<file path="src/rtl/sram_bus_ctrl.sv">
// Sequences single-cycle requests into CE/OE/WE cycles on an 8-bit async SRAM with bus turnaround.
// Optional write-verify read-back is compiled in by defining SRAM_CTRL_WRVERIFY_EN.
module sram_bus_ctrl #(
    parameter int unsigned AW      = 19,
    parameter int unsigned WAIT_RD = 2,
    parameter int unsigned WAIT_WR = 2,
    parameter int unsigned TURN    = 1
) (
    input  logic          clk,
    input  logic          reset_n,
    input  logic          req,
    input  logic          we,
    input  logic [AW-1:0] addr,
    input  logic [7:0]    wdata,
    output logic          ready,
    output logic [7:0]    rdata,
    output logic          rvalid,
    output logic          wack,
    output logic          verify_err,
    output logic [AW-1:0] sram_addr,
    output logic          sram_ce_n,
    output logic          sram_oe_n,
    output logic          sram_we_n,
    output logic [7:0]    sram_dout,
    input  logic [7:0]    sram_din,
    output logic          sram_doe
);

    localparam int unsigned MAX_RW   = (WAIT_RD > WAIT_WR) ? WAIT_RD : WAIT_WR;
    localparam int unsigned MAX_WAIT = (MAX_RW > TURN) ? MAX_RW : TURN;
    localparam int unsigned CW       = (MAX_WAIT > 1) ? $clog2(MAX_WAIT) : 1;

    typedef enum logic [3:0] {
        S_IDLE,
        S_RD_WAIT,
        S_RD_LATCH,
        S_TURN,
        S_WR_SETUP,
        S_WR_PULSE,
        S_WR_HOLD
`ifdef SRAM_CTRL_WRVERIFY_EN
        , S_VFY_WAIT,
        S_VFY_LATCH
`endif
    } state_t;

    // With no turnaround requested, a completed read returns straight to idle.
    localparam state_t AFTER_RD = (TURN == 0) ? S_IDLE : S_TURN;

    state_t        state_q, state_d;
    logic [CW-1:0] cnt_q, cnt_d;
    logic          accept;
    logic          ready_d, ce_n_d, oe_n_d, we_n_d, doe_d, rvalid_d, wack_d;

    assign accept = req && ready;

    // State, dwell counter and registered strobes.
    always_ff @(posedge clk or negedge reset_n) begin
        if (!reset_n) begin
            state_q   <= S_IDLE;
            cnt_q     <= '0;
            ready     <= 1'b0;
            sram_ce_n <= 1'b1;
            sram_oe_n <= 1'b1;
            sram_we_n <= 1'b1;
            sram_doe  <= 1'b0;
            rvalid    <= 1'b0;
            wack      <= 1'b0;
        end else begin
            state_q   <= state_d;
            cnt_q     <= cnt_d;
            ready     <= ready_d;
            sram_ce_n <= ce_n_d;
            sram_oe_n <= oe_n_d;
            sram_we_n <= we_n_d;
            sram_doe  <= doe_d;
            rvalid    <= rvalid_d;
            wack      <= wack_d;
        end
    end

    // Next state; cnt_q counts cycles already spent in the current state.
    always_comb begin
        state_d = state_q;
        cnt_d   = '0;
        case (state_q)
            S_IDLE:      if (accept) state_d = we ? S_WR_SETUP : S_RD_WAIT;
            S_RD_WAIT:   if (cnt_q == CW'(WAIT_RD - 1)) state_d = S_RD_LATCH;
            S_RD_LATCH:  state_d = AFTER_RD;
            S_TURN:      if (cnt_q == CW'(TURN - 1)) state_d = S_IDLE;
            S_WR_SETUP:  state_d = S_WR_PULSE;
            S_WR_PULSE:  if (cnt_q == CW'(WAIT_WR - 1)) state_d = S_WR_HOLD;
`ifdef SRAM_CTRL_WRVERIFY_EN
            S_WR_HOLD:   state_d = S_VFY_WAIT;
            S_VFY_WAIT:  if (cnt_q == CW'(WAIT_RD - 1)) state_d = S_VFY_LATCH;
            S_VFY_LATCH: state_d = AFTER_RD;
`else
            S_WR_HOLD:   state_d = S_IDLE;
`endif
            default:     state_d = S_IDLE;
        endcase
        if (state_d == state_q && state_q != S_IDLE) cnt_d = cnt_q + CW'(1);
    end

    // Strobe values for the state being entered, so they register with it.
    always_comb begin
        ready_d  = 1'b0;
        ce_n_d   = 1'b1;
        oe_n_d   = 1'b1;
        we_n_d   = 1'b1;
        doe_d    = 1'b0;
        rvalid_d = 1'b0;
        wack_d   = 1'b0;
        case (state_d)
            S_IDLE:      ready_d = 1'b1;
            S_RD_WAIT:   begin ce_n_d = 1'b0; oe_n_d = 1'b0; end
            S_RD_LATCH:  begin ce_n_d = 1'b0; oe_n_d = 1'b0; rvalid_d = 1'b1; end
            S_WR_SETUP:  begin ce_n_d = 1'b0; doe_d = 1'b1; end
            S_WR_PULSE:  begin ce_n_d = 1'b0; doe_d = 1'b1; we_n_d = 1'b0; end
`ifdef SRAM_CTRL_WRVERIFY_EN
            S_WR_HOLD:   begin ce_n_d = 1'b0; doe_d = 1'b1; end
            S_VFY_WAIT:  begin ce_n_d = 1'b0; oe_n_d = 1'b0; end
            S_VFY_LATCH: begin ce_n_d = 1'b0; oe_n_d = 1'b0; wack_d = 1'b1; end
`else
            S_WR_HOLD:   begin ce_n_d = 1'b0; doe_d = 1'b1; wack_d = 1'b1; end
`endif
            default:     ;
        endcase
    end

    // Address/data hold for the whole access, read capture on entry to the latch cycle.
    always_ff @(posedge clk or negedge reset_n) begin
        if (!reset_n) begin
            sram_addr <= '0;
            sram_dout <= '0;
            rdata     <= '0;
        end else begin
            if (accept) begin
                sram_addr <= addr;
                sram_dout <= wdata;
            end
            if (state_d == S_RD_LATCH) rdata <= sram_din;
        end
    end

`ifdef SRAM_CTRL_WRVERIFY_EN
    // Sticky until reset: any read-back differing from the written byte.
    always_ff @(posedge clk or negedge reset_n) begin
        if (!reset_n) begin
            verify_err <= 1'b0;
        end else if (state_d == S_VFY_LATCH && sram_din != sram_dout) begin
            verify_err <= 1'b1;
        end
    end
`else
    assign verify_err = 1'b0;
`endif

endmodule

</file>
<file path="config.mk">
export PLATFORM = sky130hd
export DESIGN_NAME = sram_bus_ctrl
export DESIGN_NICKNAME = d
export VERILOG_FILES = /design/src/rtl/sram_bus_ctrl.sv
export SDC_FILE = /design/constraint.sdc
export NUM_CORES = 1
export LEC_CHECK = 0
export BUFFER_PORTS_ARGS = -buffer_cell sky130_fd_sc_hd__buf_2
export CAP_MARGIN = 20
export CELL_PAD_IN_SITES_DETAIL_PLACEMENT = 1
export CELL_PAD_IN_SITES_GLOBAL_PLACEMENT = 2
export CORE_MARGIN = 4
export CORE_UTILIZATION = 32
export CTS_BUF_LIST = sky130_fd_sc_hd__clkbuf_16
export CTS_CLUSTER_SIZE = 20
export DETAILED_ROUTE_END_ITERATION = 8
export HOLD_SLACK_MARGIN = 0.08
export PLACE_DENSITY_LB_ADDON = 0.1
export SYNTH_ARGS = -nofsm -noshare
export SYNTH_HDL_FRONTEND = slang
export SYNTH_SLANG_ARGS = --single-unit
</file>
<file path="constraint.sdc">
create_clock -name clk -period 4.1 [get_ports clk]
set_input_delay 0.205 -clock clk [delete_from_list [all_inputs] [get_ports clk]]
set_output_delay 0.205 -clock clk [all_outputs]
set_load 0.1 [all_outputs]
</file>
==> flow_summary_export.csv <==
group,metric,value,unit
yosys,yosysSeqAreaShare,63.8,%
cts,clk_pin_slew,0.06,ns
cts,cts.path.max_buffers,2,
layout,nets,241,
cts,cts_tree,"done",
setup_path,cp_max_fo,9,
floorplan,die_y,84.0,um
global_route,grt_max_degree,48,
hold_path,hp-class,"in -> reg",
cts,numCtsBuffers,5,
cts,insertion_delay,0.28,ns
setup_path,r2r-end,"rdata[3]",
global_route,grt_pass1_wl,6.54,mm
setup_path,critPathKind,"reg -> reg",
setup_path,critPathLaunchType,"flop",
floorplan,rows,27,
yosys,yosys.area.top_type,"dfrtp_1",
status,status,"complete, no violations",
sta,setup_viol,0,
cts,post_cts_buffers,0,
sta,drv_slew,0,
placement,routabilityCongestion,0.726,
sta,period_needed,1.54,ns
placement,port_buffers,80,
setup_path,r2r_slack,2.56,ns
floorplan,dieArea,7060,sq um
layout,layout.cells.non_filler,275,
setup_path,crit_path_end_kind,"flop",
layout,area_growth,33.9,%
global_route,grt_pass1_vias,1318,
sta,max_freq,0.649,GHz
placement,dpl-instance-area,2300,sq um
yosys,synth_area_leaders,"dfrtp_1 (60%), mux2_2 (16%), mux2_4 (6.5%)",
setup_path,r2r_start,"state_q[2]",
sta,final_hold_viol_count,0,
yosys,netlist.area_leader.share,59.6,%
global_route,antenna_found_initial,0,
placement,dp.cells,265,
yosys,yosys_warnings,0,
routing,wl_per_cell,14.4,um
yosys,synth_area,1850,sq um
routing,dr.first_iter.drc_count,28,
floorplan,coreArea,5540,sq um
yosys,synth-seq-cells,47,
sta,skew,0.00555,ns
layout,antenna_cells,0,
routing,vias,1208,
placement,hpwlAfterDp,3.04,mm
global_route,grt_overflow,0,
cts,htreeDepth,2,
cts,clockRootBuffer,"clkbuf_16",
routing,routed_via_density,4.39,
routing,antenna_left,0,
yosys,ys_types,26,
cts,cts_resized,0,
setup_path,ff2ff_path_depth,3,
routing,drt_first_pass_iters,4,
floorplan,start_util,33.4,%
sta,period_share,37.6,%
layout,final_cell_area,2470,sq um
yosys,synthCells,118,
global_route,grt_use_total,11.7,%
sta,worstMarginPinSlew,0.512,ns
floorplan,die_width,84.0,um
sta,relSlewSlack,66.1,%
yosys,synth.avg_cell_area,15.7,sq um
sta,rsz0062_at_grt,"no",
cts,cts_sinks,47,
sta,setup_tns,0,ns
layout,layout-drive-gt1-share,64.5,%
run,cap_violations,0,
setup_path,critPathArrivalTime,1.70,ns
routing,routed_wl,3.97,mm
setup_path,critPathRequiredTime,4.26,ns
hold_path,hp-start,"wdata[6]",
setup_path,setup.worst_path.start,"state_q[2]",
floorplan,ios,82,
setup_path,endpoint,"rdata[3]",
routing,drc,0,
cts,cts_hold_buf,0,
[stage by stage]
step	hold slack, ns	setup slack, ns	util [%]
floorplan	-0.0906	2.35	-
global placement	0.432	2.28	41.1
finish	0.152	2.56	44.7
detailed placement	0.438	2.57	41.6
global route	0.150	2.45	44.7
CTS	0.132	2.55	44.1
[worst max-delay path, stage by stage, from the launching register on]
cell	delay, ns
dfrtp_1	0.50
nor3_4	0.21
nor2b_4	0.38
mux2_4	0.34
[layer usage]
| metal | track usage, % | vias to the layer above | wire (um) |
|---|---|---|---|
| met3 | 5.03 | 6 | 285 |
| met4 | 4.09 | 0 | 72 |
| met1 | 12.9 | 585 | 1590 |
| met2 | 20.0 | 47 | 2030 |
| met5 | 0 | - | 0 |
| li1 | - | 570 | - |
[area by class of cell]
class                      instances  area (sq um)
multi-input combinational         64           603
clock inverter                     3          15.0
inverter                           1          3.75
tap                               72          90.1
fill                             611          3070
timing repair buffer              83           458
clock buffer                       5           125
sequential                        47          1180
[registers in the layout, summed over array words and instances, names as in the netlist]
register / flops
sram_ce_n: 1
ready: 1
wack: 1
sram_we_n: 1
state_q: 4
cnt_q: 1
rvalid: 1
sram_oe_n: 1
rdata: 8
sram_addr: 19
sram_doe: 1
sram_dout: 8
[logic make-up after synthesis]
logic type | count (synthesis) | share of synthesized area (%)
AO/OA/AOI/OAI | 8 | 2.57
multiplexers | 35 | 23.0
flip-flops | 47 | 63.8
AND/OR/NAND/NOR | 18 | 6.23
XOR/XNOR | 1 | 0.474
other | 1 | 0.203
buffers and inverters | 8 | 3.72
[synthesized netlist by cell type, drive strengths merged]
master,number
xor2,1
nand3,1
inv,1
buf,7
a21oi,2
nor3,2
mux2,35
dfstp,3
o21ai,3
and3,1
nor2b,2
o31ai,1
nor2,4
conb,1
nand2,5
and2,1
o21a,2
nor3b,2
dfrtp,44
[how the worst min path moves through the flow]
stage	end	slack, ns	cells after the start
6_report	sram_dout[6]	0.15	2
5_1_grt	rdata[2]	0.15	2
4_1_cts	sram_dout[6]	0.13	1
3_5_place_dp	sram_dout[6]	0.44	1
3_3_place_gp	sram_dout[0]	0.43	1
2_1_floorplan	cnt_q	-0.09	0
[cells in the final DEF, fill, tap and decap left out, types with 2 or more instances in the layout]
| cell | n |
|---|---|
| a21oi_1 | 2 |
| o21a_1 | 2 |
| dfrtp_1 | 44 |
| nor2_1 | 4 |
| clkinv_2 | 3 |
| nor3b_1 | 2 |
| clkbuf_16 | 5 |
| mux2_4 | 8 |
| mux2_2 | 27 |
| dfstp_2 | 3 |
| buf_2 | 80 |
| conb_1 | 2 |
| nand2_1 | 4 |
| o21ai_0 | 3 |
Power is not shown: default switching activity piles up to over one toggle a cycle in this logic, so the estimate is an artifact.
